===== src/rtl/moving_avg_pkg.sv =====
// Shared sizing helpers and the rounding divider for the moving-average filter.
package moving_avg_pkg;

  // Largest supported window exponent (window of 1024 samples).
  localparam int MAX_LOG2_TAPS = 10;

  // Working width for the rounding helper; wide enough for any legal acc.
  localparam int RS_W = 64;

  // Fill counter must hold the value TAPS itself (up to 1024).
  typedef logic [MAX_LOG2_TAPS:0] fill_cnt_t;

  // Accumulator width: a sum of 2^log2_taps samples needs log2_taps extra bits.
  function automatic int acc_w(input int data_w, input int log2_taps);
    return data_w + log2_taps;
  endfunction

  // Write pointer width; a one-tap window still needs a 1-bit pointer.
  function automatic int ptr_w(input int log2_taps);
    return (log2_taps == 0) ? 1 : log2_taps;
  endfunction

  // Round-half-up divide by 2^sh: add half an LSB of the result, then shift
  // arithmetically. sh == 0 is a plain pass-through with no rounding term.
  function automatic logic signed [RS_W-1:0] round_shift(
    input logic signed [RS_W-1:0] v,
    input int                     sh
  );
    logic signed [RS_W-1:0] half;
    if (sh == 0) return v;
    half = {{(RS_W-1){1'b0}}, 1'b1} << (sh - 1);
    return (v + half) >>> sh;
  endfunction

endpackage


===== src/rtl/mavg_channel.sv =====
// One channel of the boxcar: history RAM, exact running sum and rounded mean.
// The result output is combinational from the next accumulator value so the
// top level can register it in the same cycle the frame is accepted.
module mavg_channel
  import moving_avg_pkg::*;
#(
  parameter int DATA_W    = 24,
  parameter int LOG2_TAPS = 3
) (
  input  logic                          clk,
  input  logic                          reset,
  input  logic                          clear,
  input  logic                          accept,
  input  logic [ptr_w(LOG2_TAPS)-1:0]   wr_ptr,
  input  logic                          full,
  input  logic signed [DATA_W-1:0]      x,
  output logic signed [DATA_W-1:0]      result
);

  localparam int TAPS  = 1 << LOG2_TAPS;
  localparam int ACC_W = acc_w(DATA_W, LOG2_TAPS);

  // Never cleared: entries not yet rewritten since reset/clear are masked by full.
  logic signed [DATA_W-1:0] hist [TAPS];
  logic signed [ACC_W-1:0]  acc;
  logic signed [ACC_W-1:0]  acc_next;
  logic signed [ACC_W-1:0]  oldest;

  // Next running sum and its rounded mean; the slot at wr_ptr is the oldest sample.
  always_comb begin
    oldest   = full ? ACC_W'(hist[wr_ptr]) : '0;
    acc_next = acc + ACC_W'(x) - oldest;
    result   = DATA_W'(round_shift(RS_W'(acc_next), LOG2_TAPS));
  end

  // Delay line write: newest sample replaces the oldest.
  always_ff @(posedge clk) begin
    if (accept) hist[wr_ptr] <= x;
  end

  // Exact running sum; no truncation so no drift.
  always_ff @(posedge clk) begin
    if (reset || clear) acc <= '0;
    else if (accept)    acc <= acc_next;
  end

endmodule


===== src/rtl/moving_avg_filter.sv =====
// Multi-channel moving-average filter with valid/ready on both sides.
// Handshake: a frame transfers on a rising edge where in_valid & in_ready;
// a result transfers where out_valid & out_ready. in_ready is held low during
// clear and whenever an unconsumed result would be overwritten, so out_data
// never changes while out_valid & ~out_ready.
module moving_avg_filter
  import moving_avg_pkg::*;
#(
  parameter int DATA_W    = 24,
  parameter int CHANNELS  = 2,
  parameter int LOG2_TAPS = 3
) (
  input  logic                         clk,
  input  logic                         reset,
  input  logic                         clear,
  input  logic                         in_valid,
  output logic                         in_ready,
  input  logic [CHANNELS*DATA_W-1:0]   in_data,
  output logic                         out_valid,
  input  logic                         out_ready,
  output logic [CHANNELS*DATA_W-1:0]   out_data,
  output logic                         primed
);

  localparam int TAPS  = 1 << LOG2_TAPS;
  localparam int PTR_W = ptr_w(LOG2_TAPS);

  logic [PTR_W-1:0]            wr_ptr;
  fill_cnt_t                   fill_cnt;
  logic                        full;
  logic                        accept;
  logic [CHANNELS*DATA_W-1:0]  result_bus;

  assign full     = (fill_cnt == fill_cnt_t'(TAPS));
  assign in_ready = ~clear & (~out_valid | out_ready);
  assign accept   = in_valid & in_ready;

  for (genvar k = 0; k < CHANNELS; k++) begin : g_ch
    mavg_channel #(
      .DATA_W   (DATA_W),
      .LOG2_TAPS(LOG2_TAPS)
    ) u_ch (
      .clk   (clk),
      .reset (reset),
      .clear (clear),
      .accept(accept),
      .wr_ptr(wr_ptr),
      .full  (full),
      .x     (in_data[k*DATA_W +: DATA_W]),
      .result(result_bus[k*DATA_W +: DATA_W])
    );
  end

  // Shared write pointer and saturating fill count for all channels.
  always_ff @(posedge clk) begin
    if (reset || clear) begin
      wr_ptr   <= '0;
      fill_cnt <= '0;
    end else if (accept) begin
      wr_ptr <= (LOG2_TAPS == 0) ? '0 : wr_ptr + 1'b1;
      if (!full) fill_cnt <= fill_cnt + 1'b1;
    end
  end

  // Output register, valid flag and warm-up flag; clear keeps out_data.
  always_ff @(posedge clk) begin
    if (reset) begin
      out_valid <= 1'b0;
      out_data  <= '0;
      primed    <= 1'b0;
    end else if (clear) begin
      out_valid <= 1'b0;
      primed    <= 1'b0;
    end else if (accept) begin
      out_valid <= 1'b1;
      out_data  <= result_bus;
      if (fill_cnt == fill_cnt_t'(TAPS - 1)) primed <= 1'b1;
    end else if (out_ready) begin
      out_valid <= 1'b0;
    end
  end

endmodule


===== config.mk =====
export PLATFORM = sky130hd
export DESIGN_NAME = moving_avg_filter
export DESIGN_NICKNAME = d
export VERILOG_FILES = /design/src/rtl/moving_avg_pkg.sv /design/src/rtl/mavg_channel.sv /design/src/rtl/moving_avg_filter.sv
export SDC_FILE = /design/constraint.sdc
export NUM_CORES = 1
export LEC_CHECK = 0
export ABC_AREA = 1
export CORE_MARGIN = 1
export CORE_UTILIZATION = 66
export CTS_BUF_LIST = sky130_fd_sc_hd__clkbuf_16
export DETAILED_ROUTE_END_ITERATION = 12
export PLACE_DENSITY = 0.95
export SLEW_MARGIN = 10
export SYNTH_ARGS = -nofsm -noshare
export SYNTH_HDL_FRONTEND = slang
export SYNTH_HIERARCHICAL = 1
export SYNTH_SLANG_ARGS = --single-unit

===== constraint.sdc =====
create_clock -name clk -period 9.6 [get_ports clk]
set_input_delay 2.88 -clock clk [delete_from_list [all_inputs] [get_ports clk]]
set_output_delay 2.88 -clock clk [all_outputs]
set_load 0.05 [all_outputs]

==> flow_summary.yaml <==
run_status:
  status: "finished clean"
finish:
  seq_area_um2: 13900
  layout_common_cells: "nand2_1 (659), inv_1 (492), edfxtp_1 (384)"
  nNetsFinal: 3193
  final_area_um2: 29280
  drive_gt1_share_pct: 7.404
  areaGrowthSynthToFinish_pct: 12.02
  final_cell_count_no_fill: 3589
  multi_input_area_um2: 9967
  final_common_cell: "nand2_1"
  n_fill_cell: 2409
  final_util_pct: 75.40
die:
  rows: 72
  die_w_um: 201.0
  ios: 104
  die_h_um: 201.0
  fp.coreArea_um2: 38830
  fp.dieArea_um2: 40400
  start_util_pct: 67.31
timing:
  setup_viol_count_final: 0
  tns_ns: 0
  tightest_slew_ns: 1.241
  fin_skew_ns: 0.02743
  relSlewSlack_pct: 16.77
  rsz0062_at_grt: "no"
  final_max_slew_viol_count: 0
  finalWorstSetupSlack_ns: 2.359
  min_period_over_period_pct: 75.42
  fmax_mhz: 138.1
  post-route-min-period_ns: 7.241
  holdWs_ns: 0.4619
  hold_viol: 0
global_route:
  grt_pass1_wl_um: 112700
  grt_pass1_vias: 20948
  track_usage_pct: 35.98
  grt_max_degree: 78
  antenna_found_initial: 6
  overflow: 0
synthesis:
  synth_seq_area_share_pct: 53.16
  synth_flop_cell: "edfxtp_1"
  yosysWarnings: 6
  synth.avg_cell_area_um2: 8.911
  ys_types: 48
  synthCells: 2933
  ys_seq_elements: 502
  synth_edf_count: 384
  syn_area_um2: 26140
  ys_async_sr_fraction_pct: 0
  synth_nets: 3099
min_path:
  holdPathStages: 2
  holdCritPathClass: "reg -> reg"
  min_from: "out_data[34]"
  holdPathEnd: "out_data[34]"
placement:
  dp_slack_ns: 2.359
  gp_congestion: 0.9796
  hpwl_um: 46390
  placed_area_um2: 27670
  port_buffers: 103
  dp.cells: 3495
power_and_ir_drop:
  total_power_mw: 5.314
  ir_drop_uv: 175.8
  power_density_nw_per_um2: 181.5
  leakagePower_nw: 12.44
clock_network:
  cts_setup_buffers: 0
  htree_num_levels: 2
  cts_tree: "yes"
  cts_root_buf: "clkbuf_16"
  cts_hold_buf: 0
  cts.path.max_buffers: 3
  insertion_delay_ns: 0.61
  cts_num_sinks: 502
  cts_resized: 0
  numCtsBuffers: 48
  clk_pin_slew_ns: 0.06
setup_path:
  reg2reg_setup_slack_ns: 3.66
  worstSetupEndpointType: "output port"
  crit_fanout: 5
  criticalPathCategory: "in -> out"
  required_ns: 6.72
  start_kind: "input pin"
  rr_startpoint: "wr_ptr[0]"
  reg2reg_to: "out_data[43]"
  rr_worst_depth: 23
  arrival_ns: 4.36
route:
  viasPerCell: 6.034
  wl_per_cell_um: 20.30
  dr.pass1.iters: 9
  drt-total-wl_um: 72870
  route.vias.total: 21657
  drt_iter0_markers: 3292
  drc_errors: 0
  drt.antenna.violating_nets: 0
run:
  cap_violations: 0
area by class of cell:
cell class	count	area share (%)
Sequential cell	502	47.47
Multi-Input combinational cell	1833	34.04
Inverter	510	6.547
Timing Repair Buffer	132	4.248
Clock buffer	48	4.103
Tap cell	518	2.214
Clock inverter	41	1.333
Antenna cell	5	0.04274
metal layers:
layer,up-vias,global-route usage [%],wire length [um]
met2,1703,56.31,32860
li1,9684,-,-
met4,2,15.51,2991
met1,9941,48.14,27140
met3,327,8.636,9864
met5,-,0,13
state kept, by name (all words and copies together) (netlist names):
register / flops
fill_cnt: 11
g_ch.u_ch/acc: 54
g_ch.u_ch/hist: 384
out_data: 48
out_valid: 1
primed: 1
wr_ptr: 3
worst max-delay path, stage by stage:
cell and delay, ns:
clkdlybuf4s50_1 0.53, nor2_1 0.15, clkdlybuf4s50_1 0.80
kinds of logic (layout without fill, tap and decap cells):
group,count (synthesis),count (layout),synth area share [%]
adders and majority gates,113,113,6.903
DFF,502,502,53.16
buffers and inverters,598,731,8.876
and+or+nand+nor,1202,1202,19.93
other,0,5,0
xor gates and xnor gates,40,40,1.398
AOI/OAI and AO/OA,478,478,9.738
worst max path at each step:
stage / startpoint / end / slack, ns / depth (start not counted)
2_1_floorplan: out_ready / in_ready / 3.12 / 2
3_3_place_gp: clear / in_ready / 2.37 / 3
3_5_place_dp: clear / in_ready / 2.36 / 3
4_1_cts: clear / in_ready / 2.36 / 3
5_1_grt: out_ready / in_ready / 2.31 / 4
6_report: clear / in_ready / 2.36 / 3
where the power goes:
| part | internal, mW | total, mW | switching, mW |
|---|---|---|---|
| clock | 1.08 | 1.94 | 0.856 |
| combinational | 0.296 | 0.976 | 0.680 |
| sequential | 2.38 | 2.40 | 0.0227 |
| total | 3.75 | 5.31 | 1.56 |
cells in the mapped netlist, types with 4 or more instances:
| master | n | area, um^2 |
|---|---|---|
| nand2_1 | 659 | 2474 |
| inv_1 | 486 | 1824 |
| edfxtp_1 | 384 | 11530 |
| nor2_1 | 331 | 1242 |
| o21ai_0 | 209 | 1046 |
| a21oi_1 | 175 | 875.8 |
| dfxtp_1 | 118 | 2362 |
| clkbuf_1 | 76 | 285.3 |
| nand3_1 | 71 | 355.3 |
| ha_1 | 61 | 763.2 |
| fa_1 | 52 | 1041 |
| o22ai_1 | 46 | 287.8 |
| nand2_2 | 33 | 206.5 |
| xor2_1 | 29 | 254.0 |
| nand4_1 | 25 | 156.4 |
| a31oi_1 | 24 | 150.1 |
| inv_2 | 18 | 67.56 |
| nand3_2 | 15 | 150.1 |
| nand3b_1 | 14 | 105.1 |
| nor2_4 | 14 | 157.7 |
| nor2_2 | 11 | 68.82 |
| xnor2_1 | 9 | 78.83 |
| buf_6 | 8 | 90.09 |
| nor3_1 | 8 | 40.04 |
| o211ai_1 | 7 | 52.55 |
| nand2_4 | 6 | 67.56 |
| clkinv_1 | 5 | 18.77 |
| o21bai_1 | 4 | 30.03 |
No activity file was read; power rests on OpenSTA's default activity.
